==> src/rtl/cache_fill_arbiter_pkg.sv <==
// cache_arb_pkg: shared state encoding and block geometry for the cache fill arbiter
package cache_arb_pkg;
  typedef enum logic [1:0] {IDLE, FILL_I, FILL_D, WRITE} arbState_t;
  localparam int BLK_WORDS = 8;
  localparam int OFF_W = 4;
  localparam int MEM_LAT_DEF = 4;
endpackage

==> src/rtl/cache_fill_arbiter_if.sv <==
// cache_fill_arbiter_if: request, memory and fill-return signals of the cache fill arbiter
interface cache_fill_arbiter_if;
  logic i_miss;
  logic [15:0] i_addr;
  logic d_miss;
  logic d_wr;
  logic [15:0] d_addr;
  logic [15:0] d_wdata;
  logic mem_en;
  logic mem_wr;
  logic [15:0] mem_addr;
  logic [15:0] mem_wdata;
  logic [15:0] mem_rdata;
  logic mem_rvalid;
  logic fill_i_valid;
  logic fill_d_valid;
  logic [2:0] fill_word;
  logic [15:0] fill_data;
  logic i_done;
  logic d_done;
  logic busy;
  modport master (
    input i_miss, i_addr, d_miss, d_wr, d_addr, d_wdata, mem_rdata, mem_rvalid,
    output mem_en, mem_wr, mem_addr, mem_wdata, fill_i_valid, fill_d_valid, fill_word, fill_data,
    output i_done, d_done, busy
  );
  modport slave (
    output i_miss, i_addr, d_miss, d_wr, d_addr, d_wdata, mem_rdata, mem_rvalid,
    input mem_en, mem_wr, mem_addr, mem_wdata, fill_i_valid, fill_d_valid, fill_word, fill_data,
    input i_done, d_done, busy
  );
endinterface

==> src/rtl/cache_fill_arbiter_fill_counter.sv <==
// arb_fill_counter: per-fill issue and return word counters with terminal flags
module arb_fill_counter #(
  parameter int BLK_WORDS = 8
) (
  input  logic clk,
  input  logic rst_n,
  input  logic clr,
  input  logic issue,
  input  logic ret,
  output logic [$clog2(BLK_WORDS)-1:0] issueIdx,
  output logic [$clog2(BLK_WORDS)-1:0] retIdx,
  output logic issueLeft,
  output logic retLast
);
  localparam int IW = $clog2(BLK_WORDS + 1);
  localparam int WW = $clog2(BLK_WORDS);
  logic [IW-1:0] issueCnt;
  always_ff @(posedge clk) begin
    if (!rst_n || clr) begin
      issueCnt <= '0;
      retIdx <= '0;
    end else begin
      if (issue && issueLeft) issueCnt <= issueCnt + 1'b1;
      if (ret) retIdx <= retIdx + 1'b1;
    end
  end
  assign issueIdx = issueCnt[WW-1:0];
  assign issueLeft = issueCnt < IW'(BLK_WORDS);
  assign retLast = retIdx == WW'(BLK_WORDS - 1);
endmodule

==> src/rtl/cache_fill_arbiter.sv <==
// cache_fill_arbiter: shares one memory port between I-side fills and D-side fills/write-throughs
module cache_fill_arbiter #(
  parameter int MEM_LAT = cache_arb_pkg::MEM_LAT_DEF,
  parameter int BLK_WORDS = cache_arb_pkg::BLK_WORDS
) (
  input logic clk,
  input logic rst_n,
  cache_fill_arbiter_if.master bus
);
  import cache_arb_pkg::*;
  localparam int WW = $clog2(BLK_WORDS);
  // Word addressing is fixed at 16-bit words in a 16-byte block; latency must be real.
  if (MEM_LAT < 1 || BLK_WORDS != (1 << (OFF_W - 1))) begin : gBadParam
    $error("cache_fill_arbiter: unsupported MEM_LAT/BLK_WORDS");
  end
  arbState_t state, nextState;
  logic lastD;
  logic [15:0] addrQ, wdataQ;
  logic filling, issue, ret, done, issueLeft, retLast;
  logic [WW-1:0] issueIdx, retIdx;
  assign filling = state == FILL_I || state == FILL_D;
  assign issue = filling && issueLeft;
  assign ret = filling && bus.mem_rvalid;
  assign done = ret && retLast;
  arb_fill_counter #(.BLK_WORDS(BLK_WORDS)) uCnt (
    .clk(clk), .rst_n(rst_n), .clr(!filling), .issue(issue), .ret(ret),
    .issueIdx(issueIdx), .retIdx(retIdx), .issueLeft(issueLeft), .retLast(retLast)
  );
  always_ff @(posedge clk) begin
    if (!rst_n) begin
      state <= IDLE;
      lastD <= 1'b0;
      addrQ <= '0;
      wdataQ <= '0;
    end else begin
      state <= nextState;
      if (state == IDLE) begin
        addrQ <= nextState == FILL_I ? bus.i_addr : bus.d_addr;
        wdataQ <= bus.d_wdata;
      end
      if (state == WRITE || done) lastD <= state != FILL_I;
    end
  end
  // Grant order: write-through, then I fill when D was served last, then D fill, then I fill.
  always_comb begin
    nextState = state == IDLE ? ((bus.d_miss && bus.d_wr) ? WRITE :
                                 (bus.i_miss && (!bus.d_miss || lastD)) ? FILL_I :
                                 bus.d_miss ? FILL_D : IDLE) :
                (state == WRITE || done) ? IDLE : state;
    bus.mem_en = state == WRITE || issue;
    bus.mem_wr = state == WRITE;
    bus.mem_addr = state == WRITE ? addrQ : issue ? {addrQ[15:OFF_W], issueIdx, 1'b0} : '0;
    bus.mem_wdata = state == WRITE ? wdataQ : '0;
    bus.fill_i_valid = ret && state == FILL_I;
    bus.fill_d_valid = ret && state == FILL_D;
    bus.fill_word = ret ? retIdx : '0;
    bus.fill_data = ret ? bus.mem_rdata : '0;
    bus.i_done = done && state == FILL_I;
    bus.d_done = state == WRITE || (done && state == FILL_D);
    bus.busy = state != IDLE;
  end
endmodule
==> src/flat_wrapper.sv <==
// flat-port wrapper written by rule: the top's interface ports become plain ports
module cache_fill_arbiter_flat import cache_arb_pkg::*;
#(
  parameter int MEM_LAT = cache_arb_pkg::MEM_LAT_DEF,
  parameter int BLK_WORDS = cache_arb_pkg::BLK_WORDS
)
  (clk, rst_n, bus_i_miss, bus_i_addr, bus_d_miss, bus_d_wr, bus_d_addr, bus_d_wdata, bus_mem_rdata, bus_mem_rvalid, bus_mem_en, bus_mem_wr, bus_mem_addr, bus_mem_wdata, bus_fill_i_valid, bus_fill_d_valid, bus_fill_word, bus_fill_data, bus_i_done, bus_d_done, bus_busy);
  cache_fill_arbiter_if bus_i ();
  input logic clk;
  input logic rst_n;
  input wire logic [$bits(bus_i.i_miss)-1:0] bus_i_miss;
  input wire logic [$bits(bus_i.i_addr)-1:0] bus_i_addr;
  input wire logic [$bits(bus_i.d_miss)-1:0] bus_d_miss;
  input wire logic [$bits(bus_i.d_wr)-1:0] bus_d_wr;
  input wire logic [$bits(bus_i.d_addr)-1:0] bus_d_addr;
  input wire logic [$bits(bus_i.d_wdata)-1:0] bus_d_wdata;
  input wire logic [$bits(bus_i.mem_rdata)-1:0] bus_mem_rdata;
  input wire logic [$bits(bus_i.mem_rvalid)-1:0] bus_mem_rvalid;
  output wire logic [$bits(bus_i.mem_en)-1:0] bus_mem_en;
  output wire logic [$bits(bus_i.mem_wr)-1:0] bus_mem_wr;
  output wire logic [$bits(bus_i.mem_addr)-1:0] bus_mem_addr;
  output wire logic [$bits(bus_i.mem_wdata)-1:0] bus_mem_wdata;
  output wire logic [$bits(bus_i.fill_i_valid)-1:0] bus_fill_i_valid;
  output wire logic [$bits(bus_i.fill_d_valid)-1:0] bus_fill_d_valid;
  output wire logic [$bits(bus_i.fill_word)-1:0] bus_fill_word;
  output wire logic [$bits(bus_i.fill_data)-1:0] bus_fill_data;
  output wire logic [$bits(bus_i.i_done)-1:0] bus_i_done;
  output wire logic [$bits(bus_i.d_done)-1:0] bus_d_done;
  output wire logic [$bits(bus_i.busy)-1:0] bus_busy;
  assign bus_i.i_miss = bus_i_miss;
  assign bus_i.i_addr = bus_i_addr;
  assign bus_i.d_miss = bus_d_miss;
  assign bus_i.d_wr = bus_d_wr;
  assign bus_i.d_addr = bus_d_addr;
  assign bus_i.d_wdata = bus_d_wdata;
  assign bus_i.mem_rdata = bus_mem_rdata;
  assign bus_i.mem_rvalid = bus_mem_rvalid;
  assign bus_mem_en = bus_i.mem_en;
  assign bus_mem_wr = bus_i.mem_wr;
  assign bus_mem_addr = bus_i.mem_addr;
  assign bus_mem_wdata = bus_i.mem_wdata;
  assign bus_fill_i_valid = bus_i.fill_i_valid;
  assign bus_fill_d_valid = bus_i.fill_d_valid;
  assign bus_fill_word = bus_i.fill_word;
  assign bus_fill_data = bus_i.fill_data;
  assign bus_i_done = bus_i.i_done;
  assign bus_d_done = bus_i.d_done;
  assign bus_busy = bus_i.busy;
  cache_fill_arbiter #(.MEM_LAT(MEM_LAT), .BLK_WORDS(BLK_WORDS)) u_core (.clk(clk), .rst_n(rst_n), .bus(bus_i));
endmodule
==> config.mk <==
export PLATFORM = sky130hd
export DESIGN_NAME = cache_fill_arbiter_flat
export DESIGN_NICKNAME = d
export VERILOG_FILES = /design/src/rtl/cache_fill_arbiter_pkg.sv /design/src/rtl/cache_fill_arbiter_if.sv /design/src/rtl/cache_fill_arbiter_fill_counter.sv /design/src/rtl/cache_fill_arbiter.sv /design/src/flat_wrapper.sv
export SDC_FILE = /design/constraint.sdc
export NUM_CORES = 1
export LEC_CHECK = 0
export CAP_MARGIN = 20
export CORE_MARGIN = 2
export CORE_UTILIZATION = 40
export CTS_BUF_LIST = sky130_fd_sc_hd__clkbuf_4 sky130_fd_sc_hd__clkbuf_8 sky130_fd_sc_hd__clkbuf_16
export CTS_CLUSTER_SIZE = 12
export DETAILED_ROUTE_END_ITERATION = 12
export PLACE_DENSITY = 0.81
export SYNTH_ARGS = -nofsm -noshare
export SYNTH_HDL_FRONTEND = slang
export SYNTH_SLANG_ARGS = --single-unit
==> constraint.sdc <==
create_clock -name clk -period 2.5 [get_ports clk]
set_input_delay 0.5 -clock clk [delete_from_list [all_inputs] [get_ports clk]]
set_output_delay 0.5 -clock clk [all_outputs]
set_load 0.01 [all_outputs]
[After elaboration in Yosys (flattened, before gate mapping)]
Cells that the tools add are included.
Operators by class
  reductions and logical operators: 21
  muxes and demuxes: 11
  eq/ne operators: 6
  $lt $le $gt $ge: 1
  add/sub/neg operators: 2
Operators with widths (count)
  $mux 16: 5
  $logic_and 1x1->1: 10
  $mux 2: 5
  $logic_or 1x1->1: 6
  $add 4x1->4 const B: 1
  $eq 2x1->1 const B: 2
  $eq 2x2->1 const B: 2
  $lt 4x4->1 const B: 1
  $add 3x1->3 const B: 1
  $eq 3x3->1 const B: 1
  $logic_not 1->1: 3
  $mux 3: 1
  $logic_not 2->1: 1
  $ne 2x1->1 const B: 1
  $reduce_bool 2->1: 1
Storage, ports and cells
  bits of input ports: 70
  output and inout bits: 58
  logic and storage cells: 47
  register bits: 42

[Longest topological paths before layout]
Gate-level depths: netlist of run 1.
  word-level depth: 9
  depth in mapped cells: 8
  mapped depth without buffers: 6

[Modules after synthesis]
From an unflattened synthesis of run 1, not the netlist that was laid out.
Second synthesis, totals
  cell total of the unflattened synthesis: 274
  area, all modules: 2504.9 um^2
Modules (own cells, without submodules)
  cache_fill_arbiter: times used 1, area an instance 2183.3 um^2, seq. area each 700.7 um^2, cells each 243
  arb_fill_counter: times used 1, area an instance 321.6 um^2, seq. area each 140.1 um^2, cells each 31

[Worst setup path before layout of run 1]
Ideal clock, no wire load.
  kind: register to output
  start point: reg u_core.state[0]
  end point: out bus_mem_addr[10]
  arrival: 1.606 ns
  required time: 2.000 ns
  path slack: 0.394 ns
  stages on the path, launching flop included: 7
  path buffers: 1
  path through: dfxtp_1 -> inv_1 -> ha_1 -> nor2b_1 -> nor2_1 -> clkbuf_1 -> nor2b_1
On the way
  word-level cells in the longest chain between the ends: 5
  elaborated cells between the ends (all ways): 7
  classes of those cells: eq/ne (3); mux (2); reduce/logical (2)
RTL lines
  start, declared: line cache_fill_arbiter.sv:16  | arbState_t state, nextState;
  start signal, assigned: line cache_fill_arbiter.sv:36  | state <= nextState;
  $eq 2x1->1 or $eq 2x2->1 (tied branches): line cache_fill_arbiter.sv:21  | assign filling = state == FILL_I || state == FILL_D;
  $logic_or 1x1->1: line cache_fill_arbiter.sv:21
  $logic_and 1x1->1: line cache_fill_arbiter.sv:22  | assign issue = filling && issueLeft;
  $mux 16: line cache_fill_arbiter.sv:52  | bus.mem_addr = state == WRITE ? addrQ : issue ? {addrQ[15:OFF_W], issueIdx, 1'b0} : '0;
  $mux 16 (*): line cache_fill_arbiter.sv:52
  end, declared: line flat_wrapper.sv:21  | output wire logic [$bits(bus_i.mem_addr)-1:0] bus_mem_addr;
Mark *: on every way between the ends. The rest lies on a longest branch, timed or not.

[Worst setup path in the final report of run 1]
  start point: reg u_core.state[0]
  end point: out bus_fill_data[6]
On the way
  word-level cells in the longest chain between the ends: 4
  elaborated cells between the ends (all ways): 5
  classes of those cells: eq/ne (2); mux (1); reduce/logical (2)
RTL lines
  $eq 2x1->1 or $eq 2x2->1 (tied branches): line cache_fill_arbiter.sv:21
  $logic_or 1x1->1 (*): line cache_fill_arbiter.sv:21
  $logic_and 1x1->1 (*): line cache_fill_arbiter.sv:23  | assign ret = filling && bus.mem_rvalid;
  $mux 16 (*): line cache_fill_arbiter.sv:57  | bus.fill_data = ret ? bus.mem_rdata : '0;
  end, declared: line flat_wrapper.sv:26  | output wire logic [$bits(bus_i.fill_data)-1:0] bus_fill_data;
Marked as above.

==> run_results.csv, run 1 <==
group,metric,value,unit
run_status,status,"completed",
timing,slew_viol_final,0,
timing,setup_ws,0.0901,ns
timing,rsz0062_at_grt,"no",
clocking,cts.sinks,42,
clocking,clkTransAtPathRegs,0.08,ns
grt,grt_pass1_vias,2283,
timing,period_share,0.964,
critical_path,cp.arrival,1.91,ns
place,dp_hpwl,5060,µm
synth,synthCells,264,
grt,grt_antenna_before_repair,0,
critical_path,required,2.00,ns
min_path,min_path_type,"reg -> reg",
timing,slew_headroom,0.688,
final_layout,mostFrequentLayoutCells,"93 x clkdlybuf4s50_1, 42 x dfxtp_1, 29 x nor2b_1",
final_layout,syn_to_final_growth,62.9,%
timing,tightest_slew,0.456,ns
route,vias,2414,
floorplanning,core,5960,µm²
timing,worst_hold_slack,0.513,ns
final_layout,design_area,4030,µm²
final_layout,post_route_cells_drive_above_1_share,0.137,
floorplanning,rows,28,
clocking,postCtsHoldBufs,0,
floorplanning,start_util,0.415,
synth,synth_cell_types,37,
timing,min_period,2.41,ns
clocking,numCtsBuffers,5,
route,ant_nets,0,
place,portBuffers,127,
power_and_ir_drop,leakage,1.98,nW
final_layout,fill_cells,470,
place,place_ws,-0.173,ns
grt,grtUsageTotal,0.203,
critical_path,path_cells,"inv_1, ha_2, buf_8, and3_1, clkdlybuf4s50_1",
route,drc,0,
route,firstDrtPassIters,4,
synth,synth_top_area_cell,"dfxtp_1",
grt,grt_pass1_wl,10600,µm
final_layout,finalNetCount,469,
synth,ys_seq_area_frac,0.340,
synth,avgSynthCellArea,9.37,µm²
synth,ys_ff_latch,42,
clocking,cts_tree,"done",
power_and_ir_drop,total_power,2.02,mW
clocking,clkLatencyLatePin,0.29,ns
grt,grt_overflow,0,
route,wirelength,6990,µm
synth,synthTopCellsByArea,"dfxtp_1 34%, mux2i_1 7.7%, nor2b_1 7.6%, and3_1 5.3%, a2111oi_2 4.9%",
floorplanning,io_pins,128,
timing,hold_viol,0,
timing,max_clock_freq,415,MHz
clocking,cts_root_buffer,"clkbuf_8",
timing,skew,0.00836,ns
critical_path,path_max_fanout,24,
synth,yosys_warnings,0,
critical_path,critPathKind,"reg -> out",
clocking,clk_path_buf_depth,2,
clocking,htreeDepth,2,
floorplanning,dieArea,6830,µm²
synth,netlist_area,2470,µm²
timing,setup_violations,0,
route,drtIter0Drc,85,
critical_path,slowest_delay,0.54,ns
power_and_ir_drop,irDropWorstVdd,0.283,mV
critical_path,start_kind,"register",
grt,grt_max_degree,37,
route,via_per_inst,5.16,
power_and_ir_drop,powerDensity,503,nW/µm²
flow_run,maxCapViolations,0,
synth,synth_nets,341,
critical_path,crit_path_end_kind,"primary output",
route,route.detailed.wl_per_inst,14.9,µm
place,gp_congestion,0.789,
final_layout,fin_util,0.676,
floorplanning,die_h,82.6,µm
floorplanning,die_w,82.6,µm
final_layout,layout_commonest_cell,"clkdlybuf4s50_1",
final_layout,antenna_cells,0,
critical_path,critical-path-slowest-cell,"clkdlybuf4s50_1",
place,postPlaceCellArea,3840,µm²
synth,synth_top_area_frac,0.340,
[routing by layer]
metal | GRT usage | vias up | wire length [µm]
met3 | 0.0446 | 7 | 406
met2 | 0.364 | 78 | 3590
li1 | - | 1194 | -
met1 | 0.235 | 1135 | 2900
met4 | 0.0787 | 0 | 98
met5 | 0 | - | 0
[critical path: cells and delay by family, from the launching register on]
| kind | cells | cell delay [ns] |
|---|---|---|
| adder cells (fa/ha/maj) | 1 | 0.35 |
| AND/OR/NAND/NOR | 1 | 0.16 |
| buffers and inverters | 3 | 0.78 |
| flip-flops | 1 | 0.33 |
[synthesized netlist by cell type, drive strengths merged]
cell type	count
inv	4
nand2b	1
a32o	1
a2111oi	16
a311oi	1
nor2b	30
and2	19
dfxtp	42
a211oi	16
ha	7
and3	22
nand2	8
xnor2	2
a31oi	2
a21boi	1
o311a	1
buf	10
clkbuf	13
nand3b	1
xor2	1
nor2	24
a21o	2
and4	1
mux2i	19
o21ai	20
[final cells by class]
class	instances	area (µm²)	area share
flip-flops and latches	42	841	0.209
multi-input cells	195	1500	0.373
well taps	75	93.8	0.0233
inverters	4	15.0	0.00373
repair buffers	144	1460	0.363
clock inverters	2	37.5	0.00932
clock buffers	6	76.3	0.0189
[kinds of logic (layout without fill, tap and decap cells)]
logic type                 after synthesis  in the layout  share of synthesized area
DFF                                     42             42                      0.340
xor gates and xnor gates                 3              3                     0.0106
adders and majority gates                7              7                     0.0354
muxes                                   19             19                     0.0769
buffers and inverters                   27            156                     0.0602
AOI/OAI and AO/OA                       60             60                      0.234
and+or+nand+nor                        106            106                      0.242
[registers in the layout, indices dropped and copies added, names as in the netlist]
register	flops
u_core.lastD	1
u_core.wdataQ	16
u_core.addrQ	16
u_core.uCnt.retIdx	3
u_core.uCnt.issueCnt	4
u_core.state	2
[through the flow]
stage | TNS [ns] | std cells
after detailed placement | -1.85 | 459
final | 0 | 468
after global routing | 0 | 468
after CTS | 0 | 468
after floorplan | 0 | 264
after global placement | -0.537 | 459
[worst paths after layout]
path	from	endpoint	slack [ns]	depth (start not counted)
worst min-delay path	u_core.wdataQ[4]	u_core.wdataQ[4]	0.51	2
worst max register to register	u_core.state[0]	u_core.addrQ[1]	0.33	7
worst max-delay path	u_core.state[0]	bus_fill_data[6]	0.09	5
worst min register to register	u_core.wdataQ[4]	u_core.wdataQ[4]	0.51	2
[timing repair]
item,4_1_cts,5_1_grt
setup endpoints to repair,20,36
pin swaps,1,0
buffers inserted,1,0
endpoints found under the hold margin,0,0
resized for setup,23,25
[report_power, final]
group          switching (mW)  total (mW)  internal, mW
clock network           0.236       0.545         0.309
logic                   0.335       0.700         0.366
registers              0.0367       0.779         0.742
Power figures use the tool's default switching activity.
==> run 2: changes to the inputs <==
CORE_ASPECT_RATIO = 1.4   (was unset)
RECOVER_POWER = 50   (was unset)
==> run 2 against run 1 <==
Register-to-register slack lost 0.08 ns. Critical path depth is the same. Sequential share of layout area grew 0.51 points. Sequential power is essentially flat. Sequential cell count is the same. Via count grew 0.25%. Global-route usage shrank 0.75 points. Critical endpoint is now bus_i_done. Setup slack gained 0.0025 ns.
==> run_results.csv, run 2 (same netlist as run 1, synthesis figures left out) <==
group,metric,value,unit
grt,grt_pass1_wl,11100,µm
critical_path,critPathKind,"reg -> out",
final_layout,syn_to_final_growth,59.0,%
route,firstDrtPassIters,4,
floorplanning,die_w,70.4,µm
final_layout,layout_commonest_cell,"clkdlybuf4s50_1",
grt,grt_antenna_before_repair,0,
final_layout,antenna_cells,0,
grt,grt_max_degree,37,
final_layout,mostFrequentLayoutCells,"105 x clkdlybuf4s50_1, 42 x dfxtp_1, 29 x nor2b_1",
clocking,clk_path_buf_depth,2,
final_layout,design_area,3930,µm²
grt,grt_pass1_vias,2376,
power_and_ir_drop,leakage,1.70,nW
critical_path,rr_worst_depth,7,
grt,grtUsageTotal,0.196,
flow_run,maxCapViolations,0,
power_and_ir_drop,seqPwrFrac,0.405,
critical_path,r2r-end,"u_core.addrQ[13]",
timing,worst_hold_slack,0.516,ns
critical_path,cp.arrival,1.91,ns
clocking,cts.sinks,42,
critical_path,worstReg2RegStart,"u_core.state[0]",
floorplanning,rows,33,
power_and_ir_drop,p_int,1.34,mW
place,postPlaceCellArea,3820,µm²
critical_path,critical-path-slowest-cell,"clkdlybuf4s50_1",
critical_path,crit_path_end_kind,"primary output",
floorplanning,die_h,97.0,µm
timing,fin_setup_tns,0,ns
critical_path,path_max_fanout,24,
clocking,postCtsHoldBufs,0,
route,route.detailed.wl_per_inst,14.7,µm
power_and_ir_drop,power_frac_comb,0.355,
floorplanning,start_util,0.419,
route,drc,0,
route,wirelength,6770,µm
floorplanning,core,5900,µm²
critical_path,slowest_delay,0.53,ns
floorplanning,dieArea,6830,µm²
clocking,numCtsBuffers,5,
timing,rsz0062_at_grt,"no",
clocking,htreeDepth,2,
power_and_ir_drop,irDropWorstVdd,0.320,mV
timing,skew,0.00562,ns
final_layout,finalNetCount,468,
power_and_ir_drop,p_sw,0.579,mW
timing,max_clock_freq,415,MHz
power_and_ir_drop,powerDensity,488,nW/µm²
timing,min_period,2.41,ns
timing,hold_viol,0,
place,dp_hpwl,5040,µm
floorplanning,io_pins,128,
place,portBuffers,127,
min_path,holdPathStages,2,
critical_path,crit_start,"u_core.state[1]",
min_path,min_path_type,"reg -> reg",
clocking,cts_tree,"done",
timing,period_share,0.963,
run_status,status,"completed",
final_layout,reg_top3,"u_core.addrQ: 16 flops, u_core.wdataQ: 16 flops, u_core.uCnt.issueCnt: 4 flops",
critical_path,path_cells,"inv_1, ha_2, buf_12, and4_1, clkdlybuf4s50_1",
clocking,clkTransAtPathRegs,0.08,ns
route,drtIter0Drc,79,
grt,grt_overflow,0,
route,via_per_inst,5.24,
clocking,clkLatencyLatePin,0.29,ns
timing,slew_headroom,0.593,
timing,setup_violations,0,
timing,tightest_slew,0.610,ns
route,ant_nets,0,
clocking,cts_root_buffer,"clkbuf_8",
critical_path,critPathCapture,"bus_i_done",
route,vias,2420,
place,gp_congestion,0.750,
final_layout,post_route_cells_drive_above_1_share,0.120,
timing,slew_viol_final,0,
power_and_ir_drop,clkPwrFrac,0.240,
critical_path,start_kind,"register",
power_and_ir_drop,p_sw_frac,0.302,
critical_path,rrSetupSlack,0.25,ns
critical_path,required,2.00,ns
power_and_ir_drop,total_power,1.92,mW
[run 2: repair_timing]
item | CTS | global route
setup buffers | 1 | 0
setup endpoints to repair | 19 | 27
pin swaps | 1 | 0
gates resized for setup | 24 | 7
[run 2: power by group through the flow]
stage / registers, mW / clock network (mW) / logic (mW)
global route: 0.788 / 0.495 / 0.738
floorplan: 0.782 / 0 / 0.394
detailed placement: 0.792 / 0 / 0.682
global placement: 0.791 / 0 / 0.669
finish: 0.777 / 0.459 / 0.681
CTS: 0.777 / 0.472 / 0.702
[run 2: area by class of cell]
class / instances / area, µm²
timing repair buffer: 143 / 1430
inverter: 4 / 15.0
sequential: 42 / 841
tap: 70 / 87.6
multi-input combinational: 195 / 1470
clock buffer: 7 / 90.1
clock inverter: 1 / 5.00
fill: 516 / 1970
[run 2: metrics by stage]
stage	cells	util	setup WS (ns)
after floorplan	264	-	0.394
after global placement	453	0.648	-0.0948
after detailed placement	453	0.648	-0.140
after CTS	462	0.669	-0.000413
after global routing	462	0.666	0.00351
final	462	0.666	0.0925
[run 2: worst min-delay path by stage]
stage | start | to
final | u_core.wdataQ[9] | u_core.wdataQ[9]
after global routing | u_core.wdataQ[9] | u_core.wdataQ[9]
after CTS | u_core.wdataQ[10] | u_core.wdataQ[10]
after detailed placement | u_core.wdataQ[10] | u_core.wdataQ[10]
after global placement | u_core.wdataQ[1] | u_core.wdataQ[1]
after floorplan | u_core.wdataQ[0] | u_core.wdataQ[0]
[run 2: worst max-delay path: cells and delay by family, from the launching register on]
kind,cells,cell delay (ns)
AND/OR/NAND/NOR,1,0.18
flip-flops,1,0.33
adder cells (fa/ha/maj),1,0.36
buffers and inverters,3,0.74
[run 2: layer usage]
metal | vias to the layer above | part of all wire | GRT usage
li1 | 1187 | - | -
met1 | 1137 | 0.39 | 0.226
met2 | 92 | 0.53 | 0.351
met3 | 4 | 0.071 | 0.0438
met4 | 0 | 0.011 | 0.0607
met5 | - | 0 | 0
==> edit, RTL diff (settings of run 2) <==
Make the reset (`rst_n`) asynchronous in one clocked block.
--- a/src/rtl/cache_fill_arbiter.sv
+++ b/src/rtl/cache_fill_arbiter.sv
@@ -26,7 +26,7 @@
     .clk(clk), .rst_n(rst_n), .clr(!filling), .issue(issue), .ret(ret),
     .issueIdx(issueIdx), .retIdx(retIdx), .issueLeft(issueLeft), .retLast(retLast)
   );
-  always_ff @(posedge clk) begin
+  always_ff @(posedge clk or negedge rst_n) begin
     if (!rst_n) begin
       state <= IDLE;
       lastD <= 1'b0;
Function: differs if rst_n is asserted again (counterexample within 4 cycles, from zero or initial values and one cycle with rst_n low); with rst_n held inactive, the same outputs for 10 cycles.
==> edit against run 2 <==
  * The flow now finishes with violations (capacitance limit, slew limit)
  * Area after synthesis down 1.3%
  * Design area is 0.38% lower
  * Critical path type unchanged
  * Sequential share of layout area grew 4.6 points
  * Wire length is 6.5% lower
  * Sequential cell count unchanged
  * Via count shrank 5.2%
  * Setup slack worse by 0.039 ns
  * Die area decreased by 1.2%
Power is not compared: it rests on default switching activity, and its combinational part moved more than twofold at a synthesized area within 25%.
==> edit: results <==
metrics = {
    "cells_and_area": {
        "fillCellCount": 489,
        "seq_share_pct": 25.94,
        "final.clkbuf_count": 6,
        "nets": 454,
        "layout.sequential_cells": 42,
        "n_multi_input_combinational_cell": 163,
        "drive_gt1_share_pct": 16.14,
        "final.signal_inverter_count": 21,
        "syn_to_final_growth_pct": 60.43,
        "area_share_nonclk_buffers_pct": 35.91,
        "multi_input_logic_portion_of_the_cell_area_pct": 31.69,
    },
    "drt": {
        "via_per_inst": 5.123,
        "drt_wl_total_um": 6333,
        "dr.first_iter.drc_count": 54,
        "routedLengthMet1_um": 2447,
        "wl_met2_um": 3425,
        "via_count": 2295,
        "met3WireLength_um": 377,
    },
    "place": {
        "dp.final_hpwl_um": 4863,
        "dp.cells": 439,
        "dpl_cell_area_um2": 3792,
        "placement.setup.worst_slack_ns": -0.2065,
        "globalplace.congestion": 0.8028,
    },
    "worst_hold_path": {
        "worstHoldStart": "u_core.wdataQ[13]$_DFFE_PN0P_",
        "min_delay_worst_endpoint": "u_core.wdataQ[13]$_DFFE_PN0P_",
        "hold_path_depth": 1,
    },
    "synthesis": {
        "synth_seq_area_share_pct": 41.62,
        "async_flop_share_pct": 83.33,
        "postSynthAreaPerCell_um2": 9.843,
        "synthesis.nets": 325,
        "distinct_cell_type_count_after_synthesis": 32,
        "synth.top_cells.by_area": "sky130_fd_sc_hd__dfrtp_1 36%, sky130_fd_sc_hd__mux2_2 7.4%, sky130_fd_sc_hd__o221ai_2 6.2%",
    },
    "global_route": {
        "wire_length_of_the_first_global_routing_pass_um": 10630,
        "grt_use_total_pct": 19.79,
    },
    "timing": {
        "finalMaxSlewViolations": 36,
        "max_slew_margin_pct": -24.59,
        "hold_slack_ns": 0.5065,
        "postLayoutSetupSlackWorst_ns": 0.05393,
        "fin_skew_ns": 0.01070,
    },
    "worst_setup_path": {
        "worstPathArrival_ns": 1.95,
        "crit_path_start": "u_core.state[1]$_DFF_PN0_",
        "worst-r2r-setup-slack_ns": 0.35,
        "worst_r2r_endpoint": "u_core.addrQ[3]$_DFFE_PN0P_",
        "crit-reg2reg-launch": "u_core.state[1]$_DFF_PN0_",
    },
    "outcome": {
        "outcome": "complete, but fails checks",
        "failed_checks": "capacitance limit, slew limit",
    },
    "flow_run": {
        "cap_viol_max_count": 1,
    },
}
==> edit: cell families after synthesis <==
group,synth area share (%)
flops,41.62
fa+ha+maj,3.588
simple gates,18.81
buf+inv,8.355
compound gates,17.94
mux,8.611
xor+xnor,1.077
==> edit: metal layers <==
| metal | GRT usage (%) | up-vias |
|---|---|---|
| met1 | 21.93 | 1078 |
| met3 | 4.149 | 5 |
| met2 | 37.86 | 84 |
| met5 | 0 | - |
| met4 | 6.250 | 0 |
| li1 | - | 1128 |
==> edit: repair_timing <==
action,in CTS,in global routing
gates resized for setup,24,11
pin swaps,1,0
setup endpoints to repair,17,36
setup buffers,1,0
==> edit: power groups by stage <==
| stage | clock network, mW | logic (mW) | registers [mW] |
|---|---|---|---|
| after floorplan | 0 | 1.71 | 1.11 |
| after global placement | 0 | 2.72 | 1.12 |
| after detailed placement | 0 | 2.76 | 1.14 |
| after CTS | 0.444 | 2.80 | 1.12 |
| after global routing | 0.469 | 3.09 | 1.16 |
| final | 0.433 | 2.80 | 1.12 |
